[src/rtl/pe_result_drain.sv]
// Result drain: buffers whole 2x2 result matrices in a circular FIFO and
// serializes each one as four elements (c11, c12, c21, c22) on a ready/valid port.
module pe_result_drain #(
   parameter int unsigned WIDTH = 4,
   parameter int unsigned DEPTH = 4
) (
   input  logic                      clk,
   input  logic                      rst,
   input  logic                      in_val,
   input  logic [2*WIDTH:0]          c11,
   input  logic [2*WIDTH:0]          c12,
   input  logic [2*WIDTH:0]          c21,
   input  logic [2*WIDTH:0]          c22,
   output logic                      out_valid,
   input  logic                      out_ready,
   output logic [2*WIDTH:0]          out_data,
   output logic [1:0]                out_idx,
   output logic                      out_last,
   output logic                      afull,
   output logic                      ovf,
   output logic [$clog2(DEPTH):0]    count
);

   localparam int unsigned EW = 2 * WIDTH + 1;
   localparam int unsigned PW = $clog2(DEPTH);
   localparam int unsigned CW = PW + 1;
   localparam logic [CW-1:0] Full = CW'(DEPTH);

   typedef enum logic {StEmpty, StSend} state_t;

   state_t            state_q, state_d;
   logic [4*EW-1:0]   mem [DEPTH];
   logic [4*EW-1:0]   head;
   logic [PW-1:0]     wr_ptr_q, wr_ptr_d;
   logic [PW-1:0]     rd_ptr_q, rd_ptr_d;
   logic [CW-1:0]     count_q, count_d;
   logic [1:0]        elem_q, elem_d;
   logic              ovf_q, ovf_d;
   logic              beat, pop, wr;

   always_comb begin
      state_d  = state_q;
      wr_ptr_d = wr_ptr_q;
      rd_ptr_d = rd_ptr_q;
      count_d  = count_q;
      elem_d   = elem_q;
      ovf_d    = ovf_q;

      beat = (state_q == StSend) && out_ready;
      pop  = beat && (elem_q == 2'd3);
      // A full FIFO still accepts when the head matrix leaves this same cycle.
      wr   = in_val && ((count_q != Full) || pop);

      if (beat) begin
         elem_d = elem_q + 2'd1;
      end
      if (pop) begin
         rd_ptr_d = rd_ptr_q + PW'(1);
      end
      if (wr) begin
         wr_ptr_d = wr_ptr_q + PW'(1);
      end

      if (wr && !pop) begin
         count_d = count_q + CW'(1);
      end else if (pop && !wr) begin
         count_d = count_q - CW'(1);
      end

      if (in_val && !wr) begin
         ovf_d = 1'b1;
      end

      state_d = (count_d != '0) ? StSend : StEmpty;
   end

   always_ff @(posedge clk) begin
      if (rst) begin
         state_q  <= StEmpty;
         wr_ptr_q <= '0;
         rd_ptr_q <= '0;
         count_q  <= '0;
         elem_q   <= '0;
         ovf_q    <= 1'b0;
      end else begin
         state_q  <= state_d;
         wr_ptr_q <= wr_ptr_d;
         rd_ptr_q <= rd_ptr_d;
         count_q  <= count_d;
         elem_q   <= elem_d;
         ovf_q    <= ovf_d;
      end
   end

   // Storage carries no reset; validity is tracked by count alone.
   always_ff @(posedge clk) begin
      if (!rst && wr) begin
         mem[wr_ptr_q] <= {c22, c21, c12, c11};
      end
   end

   always_comb begin
      head     = mem[rd_ptr_q];
      out_data = head[EW-1:0];
      unique case (elem_q)
         2'd0: out_data = head[EW-1:0];
         2'd1: out_data = head[2*EW-1:EW];
         2'd2: out_data = head[3*EW-1:2*EW];
         2'd3: out_data = head[4*EW-1:3*EW];
      endcase
   end

   assign out_valid = (state_q == StSend);
   assign out_idx   = elem_q;
   assign out_last  = (elem_q == 2'd3);
   assign afull     = (count_q >= Full - CW'(1));
   assign ovf       = ovf_q;
   assign count     = count_q;

endmodule

[config.mk]
export PLATFORM = sky130hd
export DESIGN_NAME = pe_result_drain
export DESIGN_NICKNAME = d
export VERILOG_FILES = /design/src/rtl/pe_result_drain.sv
export SDC_FILE = /design/constraint.sdc
export NUM_CORES = 1
export LEC_CHECK = 0
export CAP_MARGIN = 20
export CORE_MARGIN = 2
export CORE_UTILIZATION = 63
export CTS_CLUSTER_SIZE = 20
export DETAILED_ROUTE_END_ITERATION = 10
export DONT_BUFFER_PORTS = 1
export PLACE_DENSITY_LB_ADDON = 0.15
export SLEW_MARGIN = 20
export SYNTH_ARGS = -nofsm -noshare
export SYNTH_HDL_FRONTEND = slang
export SYNTH_SLANG_ARGS = --single-unit
[constraint.sdc]
create_clock -name clk -period 2.9 [get_ports clk]
set_input_delay 0.58 -clock clk [delete_from_list [all_inputs] [get_ports clk]]
set_output_delay 0.58 -clock clk [all_outputs]
set_load 0.1 [all_outputs]
==> results.ini <==
[timing]
finClkSkew_ns=0.00671
timing.final.crit_period_ns=2.85
holdWs_ns=0.108
tightest_slew_ns=0.981
fin_crit_sh_pct=98.4
hold_viol=0
max_freq_ghz=0.351
rsz0062_at_grt=yes
slew-limit-headroom_pct=34.5
finalMaxSlewViolations=0
setup_viol=0

[route]
via_per_inst=6.00
routed_wl_um=11600
vias=2926
drc=0
drt_iter0_markers=160
drt_pass1_iterations=4
drtAntennaViolNets=0
post_drt_wl_per_cell_um=23.9

[clocking]
insertion_delay_ns=0.53
cts_sinks=157
cts_tree=yes
path_clk_slew_ns=0.06
root_buffer=clkbuf_8
clockBufferDepth=2
numCtsBuffers=17
cts_setup_buffers=0
cts_hold_buf=0
h-tree-depth=4

[setup_path]
reg2reg_setup_slack_ns=0.68
critPathArrivalTime_ns=2.27
max_stage_delay_ns=0.52
cp_max_fo=9
worstSetupStartpointType=flop
crit_type=reg2out
crit_chain=bufbuf_16 -> mux4_2 -> a22oi_2 -> a21oi_4 -> buf_12
cpMaxStageDelayCell=mux4_2
crit_required_ns=2.32
end_kind=primary output

[global_route]
first_global_vias=3111
gr-total-overflow=0
grt_use_total_pct=24.1
grt_max_degree=37
grt_pass1_wl_um=17600
antenna_found_initial=0

[yosys]
yosys.area_share.simple_pct=3.18
yosysSeqAreaShare_pct=74.3
syn-instance-count=311
synth_cell_type_count=27
synth-xor-area-share_pct=0.710
syn_nets=363
syn_area_per_cell_sq_um=19.8
synth_compound_area_share_pct=3.69
synth-seq-cells=157
yosysWarnings=0
syn-cell-area_sq_mm=0.00617
synth_top_family_by_area=multiplexers
synthMuxAreaShare_pct=13.6
synth.area.top_cells=edfxtp_1 70%, mux4_2 13%, dfxtp_1 4.2%, ha_1 2.4%, a21oi_1 1.9%
synth_top_cell_by_area=edfxtp_1
synthAdderAreaFrac_pct=2.43
yosysTopAreaCellShare_pct=70.1

[floorplan]
die_area_sq_mm=0.0106
die_w_um=103
core-area_sq_mm=0.00964
fp.dieH_um=103
num_rows=36
ios=58
initial_core_util_pct=64.0

[placement]
dp.final_hpwl_um=6820
portBuffers=0
gp_congestion=0.716

[cells_and_area]
fill_cells=537
multi_input_area_sq_mm=0.00164
seqCellArea_sq_mm=0.00459
area_delta_synth_final_pct=20.6
diodes=0
drive_gt1_share_pct=34.9
fin_nets=394

[pwr]
p_per_area_mw_per_mm2=759
power.total_uw=5650
leakage_uw=0.00239
ir_worst_vdd_mv=0.632

[hold_path]
hold_path.class=in2reg

[flow_run]
cap_violations=0

[run_status]
status=finished clean

[metal layers]
| layer | GRT usage [%] | routed length [um] | vias up |
|---|---|---|---|
| met5 | 0 | 0 | - |
| met4 | 7.19 | 191 | 0 |
| met3 | 11.3 | 1090 | 17 |
| met2 | 37.3 | 5760 | 97 |
| met1 | 31.1 | 4600 | 1505 |
| li1 | - | - | 1307 |
[per-stage QoR]
| stage | std cells | setup TNS [ns] | instance area (sq um) | setup WS, ns | utilization, % |
|---|---|---|---|---|---|
| after global placement | 454 | 0 | 6740 | 0.521 | 70.0 |
| after global routing | 488 | -0.149 | 7440 | -0.0466 | 77.2 |
| final | 488 | 0 | 7440 | 0.0471 | 77.2 |
| after floorplan | 311 | 0 | 6300 | 0.131 | - |
| after detailed placement | 454 | 0 | 6740 | 0.519 | 70.0 |
| after CTS | 488 | 0 | 7420 | 0.0151 | 76.9 |
[cell usage after synthesis]
| cell type | number |
|---|---|
| a211o_1 | 1 |
| a21oi_1 | 23 |
| a22oi_1 | 9 |
| a32oi_2 | 1 |
| and2_1 | 6 |
| and3_1 | 2 |
| and4b_1 | 1 |
| buf_2 | 3 |
| buf_4 | 2 |
| buf_6 | 4 |
| clkbuf_1 | 6 |
| dfxtp_1 | 13 |
| edfxtp_1 | 144 |
| ha_1 | 12 |
| inv_1 | 8 |
| mux2_2 | 1 |
| mux2i_1 | 2 |
| mux4_2 | 36 |
| nand2_1 | 6 |
| nand3_1 | 2 |
| nor2_1 | 11 |
| nor2b_1 | 10 |
| o21ai_0 | 1 |
| o21ai_1 | 1 |
| o311a_1 | 1 |
| xnor2_1 | 4 |
| xor2_1 | 1 |
[sequential cells by signal, summed over array words and instances, names as in the netlist, named ones only]
signal and flops:
mem 144, count 3, out_idx 2, rd_ptr_q 2
wr_ptr_q 2, out_valid 1, ovf 1
[placed cells by master (no fill, tap or decap), types with 6 or more instances in the layout]
| cell | netlist | routed |
|---|---|---|
| buf_12 | 0 | 15 |
| a21oi_1 | 23 | 9 |
| nand2_1 | 6 | 6 |
| a21oi_4 | 0 | 12 |
| edfxtp_1 | 144 | 144 |
| a22oi_1 | 9 | 6 |
| nor2_1 | 11 | 11 |
| ha_1 | 12 | 10 |
| nor2b_1 | 10 | 10 |
| dfxtp_1 | 13 | 10 |
| clkbuf_16 | 0 | 16 |
| buf_4 | 2 | 10 |
| mux4_2 | 36 | 36 |
| inv_1 | 8 | 8 |
[layout make-up]
| class | instances | area share (%) |
|---|---|---|
| tap | 133 | 2.24 |
| timing repair buffer | 27 | 5.85 |
| inverter | 8 | 0.404 |
| clock inverter | 15 | 2.19 |
| multi-input combinational | 131 | 22.1 |
| clock buffer | 17 | 5.57 |
| sequential | 157 | 61.7 |
[timing repair]
action                                  4_1_cts  5_1_grt
cloned                                        2        0
pin swaps                                     2        0
endpoints found under the setup margin        9        7
gates resized for setup                      10        4
[path summary, 6_finish.rpt]
check	cells past startpoint	from	end
max reg2reg	6	out_idx[0]	mem[1][27]
min reg2reg	2	rd_ptr_q[1]	flop
max	5	flop	out_data[1]
min	1	rst	out_idx[0]
[power breakdown]
group | internal (uW) | switching [uW] | leakage (uW)
clock network | 1240 | 903 | 0.000275
registers | 2560 | 39.4 | 0.00141
logic | 302 | 608 | 0.000700
total | 4100 | 1550 | 0.00239
[worst max-delay path: cells and delay by family (launching register included)]
kind	cells	cell delay, ns
compound gates	2	0.33
mux	1	0.52
flops	1	0.41
buf+inv	2	0.48
[kinds of logic (layout without fill, tap and decap cells)]
group,Yosys count,count (layout)
DFF,157,157
muxes,39,39
and+or+nand+nor,38,38
AOI/OAI and AO/OA,37,37
buffers and inverters,23,67
adders and majority gates,12,12
xor gates and xnor gates,5,5
No activity file was read; power rests on OpenSTA's default activity.
